==> config.mk <==
export PLATFORM = sky130hd
export DESIGN_NAME = multicycle_control
export DESIGN_NICKNAME = d
export VERILOG_FILES = /design/src/rtl/multicycle_control.sv
export SDC_FILE = /design/constraint.sdc
export NUM_CORES = 1
export LEC_CHECK = 0
export ABC_AREA = 1
export BUFFER_PORTS_ARGS = -buffer_cell sky130_fd_sc_hd__buf_2
export CORE_MARGIN = 4
export CORE_UTILIZATION = 45
export DETAILED_ROUTE_END_ITERATION = 8
export GPL_TIMING_DRIVEN = 1
export PLACE_DENSITY = 0.69
export SLEW_MARGIN = 5
export SYNTH_ARGS = -nofsm -noshare
export SYNTH_HDL_FRONTEND = slang
export SYNTH_SLANG_ARGS = --single-unit
==> constraint.sdc <==
create_clock -name clk -period 3.25 [get_ports clk]
set_input_delay 0.1625 -clock clk [delete_from_list [all_inputs] [get_ports clk]]
set_output_delay 0.1625 -clock clk [all_outputs]
set_load 0.05 [all_outputs]
==> src/rtl/multicycle_control.sv <==
// -----------------------------------------------------------------------------
// multicycle_control
//   Main control FSM for the multi-cycle MIPS datapath. It sequences fetch,
//   decode, execute, memory access and write-back, steers the shared ALU and
//   counts retired instructions.
//
// Ports
//   clk        system clock, rising-edge active
//   reset      synchronous, active-high reset
//   opcode     instr[31:26] from the instruction register
//   zero       ALU zero flag
//   memReady   memory completes the current access this cycle
//   iorD       memory address select: 0 = PC, 1 = ALUOut
//   memWrite   memory write strobe
//   irWrite    instruction register load
//   regDst     write register select: 0 = rt, 1 = rd
//   memToReg   write-back data select: 1 = MDR
//   regWrite   register file write enable
//   aluSrcA    ALU A select: 0 = PC, 1 = rs data
//   aluSrcB    ALU B select: 00 rt, 01 const 4, 10 sign-ext imm, 11 imm<<2
//   aluOp      to the ALU-control decoder: 00 add, 01 sub, 10 funct, 11 sltiu
//   pcSrc      next PC select: 00 ALU result, 01 ALUOut, 10 jump target
//   pcEn       PC register enable
//   illegalOp  one-cycle pulse in DECODE for an unsupported opcode
//   state      current state, for debug
//   instret    retired-instruction count (wraps)
// -----------------------------------------------------------------------------
module multicycle_control #(
    parameter int COUNT_W = 32
) (
    input  logic               clk,
    input  logic               reset,
    input  logic [5:0]         opcode,
    input  logic               zero,
    input  logic               memReady,
    output logic               iorD,
    output logic               memWrite,
    output logic               irWrite,
    output logic               regDst,
    output logic               memToReg,
    output logic               regWrite,
    output logic               aluSrcA,
    output logic [1:0]         aluSrcB,
    output logic [1:0]         aluOp,
    output logic [1:0]         pcSrc,
    output logic               pcEn,
    output logic               illegalOp,
    output logic [3:0]         state,
    output logic [COUNT_W-1:0] instret
);

    localparam logic [3:0] FETCH   = 4'd0;
    localparam logic [3:0] DECODE  = 4'd1;
    localparam logic [3:0] MEMADR  = 4'd2;
    localparam logic [3:0] MEMRD   = 4'd3;
    localparam logic [3:0] MEMWB   = 4'd4;
    localparam logic [3:0] MEMWR   = 4'd5;
    localparam logic [3:0] EXECUTE = 4'd6;
    localparam logic [3:0] ALUWB   = 4'd7;
    localparam logic [3:0] BRANCH  = 4'd8;
    localparam logic [3:0] ADDIEX  = 4'd9;
    localparam logic [3:0] SLTIUEX = 4'd10;
    localparam logic [3:0] IMMWB   = 4'd11;
    localparam logic [3:0] JUMP    = 4'd12;

    localparam logic [5:0] OP_RTYPE = 6'b000000;
    localparam logic [5:0] OP_LW    = 6'b100011;
    localparam logic [5:0] OP_SW    = 6'b101011;
    localparam logic [5:0] OP_BEQ   = 6'b000100;
    localparam logic [5:0] OP_BNE   = 6'b000101;
    localparam logic [5:0] OP_ADDI  = 6'b001000;
    localparam logic [5:0] OP_SLTIU = 6'b001011;
    localparam logic [5:0] OP_J     = 6'b000010;

    logic [3:0]         state_q, state_d;
    logic [COUNT_W-1:0] instret_q, instret_d;
    logic               pcWrite, branch, branchNe, retire;

    always_comb begin
        // NOTE: every signal written here gets a default first, so no path
        // through the case can leave one unassigned and infer a latch.
        state_d   = state_q;
        iorD      = 1'b0;
        memWrite  = 1'b0;
        irWrite   = 1'b0;
        regDst    = 1'b0;
        memToReg  = 1'b0;
        regWrite  = 1'b0;
        aluSrcA   = 1'b0;
        aluSrcB   = 2'b00;
        aluOp     = 2'b00;
        pcSrc     = 2'b00;
        illegalOp = 1'b0;
        pcWrite   = 1'b0;
        branch    = 1'b0;
        branchNe  = 1'b0;
        retire    = 1'b0;

        case (state_q)
            FETCH: begin
                // PC+4 computed every cycle; only committed once memory answers.
                aluSrcB = 2'b01;
                irWrite = memReady;
                pcWrite = memReady;
                if (memReady) state_d = DECODE;
            end
            DECODE: begin
                // Speculatively form the branch target into ALUOut.
                aluSrcB = 2'b11;
                case (opcode)
                    OP_RTYPE:      state_d = EXECUTE;
                    OP_LW, OP_SW:  state_d = MEMADR;
                    OP_BEQ, OP_BNE: state_d = BRANCH;
                    OP_ADDI:       state_d = ADDIEX;
                    OP_SLTIU:      state_d = SLTIUEX;
                    OP_J:          state_d = JUMP;
                    default: begin
                        illegalOp = 1'b1;
                        state_d   = FETCH;
                    end
                endcase
            end
            MEMADR: begin
                aluSrcA = 1'b1;
                aluSrcB = 2'b10;
                state_d = (opcode == OP_SW) ? MEMWR : MEMRD;
            end
            MEMRD: begin
                iorD = 1'b1;
                if (memReady) state_d = MEMWB;
            end
            MEMWB: begin
                memToReg = 1'b1;
                regWrite = 1'b1;
                retire   = 1'b1;
                state_d  = FETCH;
            end
            MEMWR: begin
                iorD     = 1'b1;
                memWrite = 1'b1;
                if (memReady) begin
                    retire  = 1'b1;
                    state_d = FETCH;
                end
            end
            EXECUTE: begin
                aluSrcA = 1'b1;
                aluOp   = 2'b10;
                state_d = ALUWB;
            end
            ALUWB: begin
                regDst   = 1'b1;
                regWrite = 1'b1;
                retire   = 1'b1;
                state_d  = FETCH;
            end
            BRANCH: begin
                aluSrcA  = 1'b1;
                aluOp    = 2'b01;
                pcSrc    = 2'b01;
                branch   = (opcode == OP_BEQ);
                branchNe = (opcode == OP_BNE);
                retire   = 1'b1;
                state_d  = FETCH;
            end
            ADDIEX: begin
                aluSrcA = 1'b1;
                aluSrcB = 2'b10;
                state_d = IMMWB;
            end
            SLTIUEX: begin
                aluSrcA = 1'b1;
                aluSrcB = 2'b10;
                aluOp   = 2'b11;
                state_d = IMMWB;
            end
            IMMWB: begin
                regWrite = 1'b1;
                retire   = 1'b1;
                state_d  = FETCH;
            end
            JUMP: begin
                pcSrc   = 2'b10;
                pcWrite = 1'b1;
                retire  = 1'b1;
                state_d = FETCH;
            end
            // Unused codes 13-15 recover to FETCH.
            default: state_d = FETCH;
        endcase

        pcEn      = pcWrite | (branch & zero) | (branchNe & ~zero);
        // Natural modulo-2^COUNT_W wrap from the adder width.
        instret_d = retire ? instret_q + {{(COUNT_W-1){1'b0}}, 1'b1} : instret_q;
    end

    // NOTE: state registers use non-blocking assignments so every flop samples
    // the pre-edge values, independent of statement order.
    always_ff @(posedge clk) begin
        if (reset) begin
            state_q   <= FETCH;
            instret_q <= '0;
        end else begin
            state_q   <= state_d;
            instret_q <= instret_d;
        end
    end

    assign state   = state_q;
    assign instret = instret_q;

endmodule

# Yosys cells after proc, flatten, opt, wreduce, memory -nomap -nowiden
# Cells that the tools add are included.
[word_totals]
ramBits = 0
output_inout_bits = 51
memories = 0
ff_bits = 36
rom_bits = 0
elab_cells = 65
input_bits = 10
latchBits = 0
[classes]
n_mux = 23
shifts = 0
div = 0
add_sub_neg = 1
reduce_logical = 12
bitwise = 5
magnitude_cmp = 0
multipliers = 0
eq_ne = 22
[op_table]
columns = ["op", "n"]
rows = [
  ["32-bit by 1-bit adder with 32-bit output (second input constant)", 1],
  ["4-bit case mux with 7 select lines", 1],
  ["4-bit case mux with 6 select lines", 1],
  ["4-bit equality test (second input constant)", 5],
  ["4-bit by 3-bit equality test with 1-bit output (second input constant)", 4],
  ["6-bit by 3-bit equality test with 1-bit output (second input constant)", 2],
  ["6-bit by 4-bit equality test with 1-bit output (second input constant)", 2],
  ["6-bit equality test (second input constant)", 2],
  ["1-bit 2-to-1 mux", 12],
  ["4-bit 2-to-1 mux", 3],
  ["2-bit case mux with 3 select lines", 2],
  ["5-bit OR reduction", 2],
  ["4-bit by 2-bit equality test with 1-bit output (second input constant)", 2],
  ["2-bit OR reduction", 4],
  ["8-bit OR reduction", 1],
  ["6-bit by 2-bit equality test with 1-bit output (second input constant)", 1],
  ["6-bit logical NOT", 1],
  ["2-bit inequality test (second input constant)", 3],
  ["3-bit OR reduction", 2],
  ["4-bit by 1-bit equality test with 1-bit output (second input constant)", 1],
  ["4-bit logical NOT", 1],
  ["1-bit case mux with 2 select lines", 2],
  ["2-bit case mux with 2 select lines", 1],
  ["3-bit 2-to-1 mux", 1],
  ["4 further kinds", 6],
]

# Longest topological paths before layout
[logic_depth]
depth_word = 5
depth_mapped = 12
mapped_depth_nobuf = 10

# Worst setup path after synthesis
# No wires, ideal clock.
[synth_path]
kind = "register to output"
from = "register state_q[0] (netlist: state[0])"
to = "output illegalOp"
arrival_ns = 2.475
setup_slack_ns = 0.613
stages_incl_launch_ff = 4
cell_sequence = "dfxtp_1 buf_6 nand2_4 nor4_1"
[synth_between]
elab_chain_cells = 2
[synth_lines]
columns = ["item", "line", "source"]
rows = [
  ["from (decl)", "75", "logic [3:0] state_q, state_d;"],
  ["from (signal assigned)", "204", "state_q <= state_d;"],
  ["4-bit by 1-bit equality test with 1-bit output", "99", "case (state_q)"],
  ["1-bit 2-to-1 mux", "99", ""],
  ["to (decl)", "47", "output logic illegalOp,"],
]
# Every way passes these cells.

# Worst setup path after layout
[layout_path]
from = "register state_q[1] (netlist: state[1])"
to = "output pcEn"
[layout_between]
elab_chain_cells = 5
[layout_lines]
columns = ["item", "line", "source"]
rows = [
  ["4-bit equality test", "99", ""],
  ["1-bit 2-to-1 mux", "99", ""],
  ["1-bit AND", "192", "pcEn = pcWrite | (branch & zero) | (branchNe & ~zero);"],
  ["1-bit bitwise OR", "192", ""],
  ["1-bit bitwise OR (*)", "192", ""],
  ["to (decl)", "46", "output logic pcEn,"],
]
# Every way passes the cells marked *; elsewhere a longest branch is shown, timed or not.

==> reports/results.txt <==
Slowest-stage cell, CP - dfxtp_1
Synth area leaders - dfxtp_1 29%, nand2_1 22%, nor2_1 11%
initial core utilization - 47.2%
DR pass1 iterations - 4
Setup Viol. Count Final - 0
fmax - 520 MHz
Seq. cell area - 721 sq um
Combinational Power Share - 12.7%
Inst Count DP - 537
routed length per placed instance - 11.7 um
Slew @ Worst Pin - 0.548 ns
share of cells above drive strength 1 - 18.3%
hold_ws - 0.216 ns
P_sw - 259 uW
die area - 6670 sq um
TNS Setup - 0 ns
most frequent cells in the layout - 144 x nand2_1, 74 x nor2_1, 60 x buf_2, 41 x inv_1, 36 x dfxtp_1
die extent in y - 81.7 um
syn_area_per_cell - 5.87 sq um
syn_nets - 427
Netlist cell types - 33
register share of total power - 47.0%
Mapped Area - 2440 sq um
crit path cell chain - nor2_1, nand2_1, nor2_1, or3_1, buf_2
post-synthesis sequential area ratio - 29.5%
Site Rows - 26
WP data arrival - 1.76 ns
number of diodes - 0
worst reg-to-reg path cell count - 10
Yosys top cell by area - dfxtp_1
Die W - 81.7 um
postcts setup bufs - 0
CP peak stage delay - 0.57 ns
Seq cells post-synth - 36
Vias/cell - 4.93
sw frac - 26.9%
DRC Markers - 0
synthesized instance count - 416
PD cells - 335 nW/um^2
synthesis-to-layout area growth - 17.3%
Post-DP HPWL - 4980 um
# IOs - 61
largest net degree at the start of global routing - 41
Overall Global Routing Usage - 20.7%
crit path max fanout - 10
deepest clock path buffer count - 2
initial antenna violation count - 0
multi-input logic area - 1480 sq um
RSZ-0062 raised after global routing - false
routability cong. - 0.921
Layout Cells excl Fill - 545
Final Max Slew Viols - 0
initial drt markers - 154
CTS Buf Count - 5
clock period minus worst slack - 1.92 ns
element type at the critical path start - register
P_int - 701 uW
fin nets - 485
fill count - 520
Total Wirelength - 6380 um
Max Cap Viol - 0
cell mode on critical path - nor2_1
Reg clk slew, reported paths - 0.07 ns
Fin. Hold Viols - 0
CTS tree - yes
Final Cycle Share - 59.2%
Worst-Skew Late Latency - 0.29 ns
first-pass GRT wire length - 10800 um
antenna viol nets, final - 0
hold crit path type - input pin to register
hold_buf cts - 0
CP Class - register to output pin
Core Region - 5170 sq um
CTS Root Cell - clkbuf_8
CP required - 3.09 ns
Ys Warns - 0
Crit. End Element - output pin
Vias - 2687
worst hold stages - 4
Clk pwr share - 40.3%
Clock Sinks - 36
Layout Utilization - 55.4%
area share of the leading cell type in the synthesized netlist - 29.5%
vias in the first global route - 2390
Overflow after GRT - 0
post_cts resized - 0
PortBufs - 60
commonest non-fill, non-tap cell in the layout - nand2_1
clock skew - 0.00565 ns
status - completed
maximum vdd ir drop - 0.000269 V
H-tree depth - 2
Slew HR - 63.4%
leakage - 1.26 nW
==> path summary, 6_finish.rpt <==
check	startpoint	end	slack, ns
worst min register to register	instret[31]	instret[31]	0.49
worst min-delay path	memReady	state[1]	0.22
worst max-delay path	state[1]	pcEn	1.33
worst max register to register	state[0]	instret[29]	1.39
==> power groups by stage <==
stage	registers (mW)	logic [mW]	clock network [mW]
floorplan	0.467	0.0931	0
global placement	0.461	0.121	0
detailed placement	0.461	0.122	0
CTS	0.451	0.122	0.398
global route	0.452	0.132	0.416
finish	0.451	0.122	0.387
==> synthesized netlist by cell type <==
master,number
and3_1,1
inv_2,2
nand2_4,2
nand2_2,5
xnor2_1,4
nor2_2,6
nor2_8,1
a21oi_1,28
dfxtp_1,36
o21ai_0,8
nor3b_1,1
inv_4,1
clkbuf_1,3
a31oi_1,1
buf_6,5
nor2_1,74
o21a_1,1
nand2_1,144
and2_1,1
or3_1,1
o211ai_1,1
buf_4,1
nand3b_1,1
xor2_1,5
nor3_2,1
nand4_1,6
buf_2,1
nor3_1,3
inv_1,41
nand3_2,1
nand3_1,28
nor4_1,1
ha_1,1
==> registers in the layout (all words and copies together) (netlist names) <==
name,flops
instret,32
state,4
==> per-stage QoR <==
stage,cell area (sq um),power [mW],worst slack (ns)
2_1_floorplan,2440,0.560,0.613
4_1_cts,2870,0.971,1.30
5_1_grt,2870,1.00,1.19
3_5_place_dp,2760,0.583,1.42
3_3_place_gp,2760,0.583,1.47
6_report,2870,0.960,1.33
==> critical path, delay by kind of cell (launching register included) <==
family | cells | cell delay [ns]
buf+inv | 1 | 0.21
simple gates | 4 | 0.68
flops | 1 | 0.57
==> area by class of cell <==
class,count,area share (%)
Multi-Input combinational cell,326,51.5
Sequential cell,36,25.1
Timing Repair Buffer,61,10.7
Inverter,44,5.85
Tap cell,70,3.06
Clock buffer,6,2.53
Clock inverter,2,1.22
==> kinds of logic (layout without fill, tap and decap cells) <==
kind of cell,after synthesis,count (layout),synth area share [%]
XOR/XNOR,9,9,3.23
flip-flops,36,36,29.5
AND/OR/NAND/NOR,277,277,48.4
AO/OA/AOI/OAI,39,39,8.24
buffers and inverters,54,113,10.1
adder cells (fa/ha/maj),1,1,0.512
==> per-layer routing <==
layer	track usage, %	part of all wire [%]	up-vias
li1	-	-	1424
met1	28.6	49	1179
met2	31.8	43	73
met3	3.73	5.6	11
met4	8.64	2.1	0
met5	0	0	-
(Power assumes the default switching activity.)
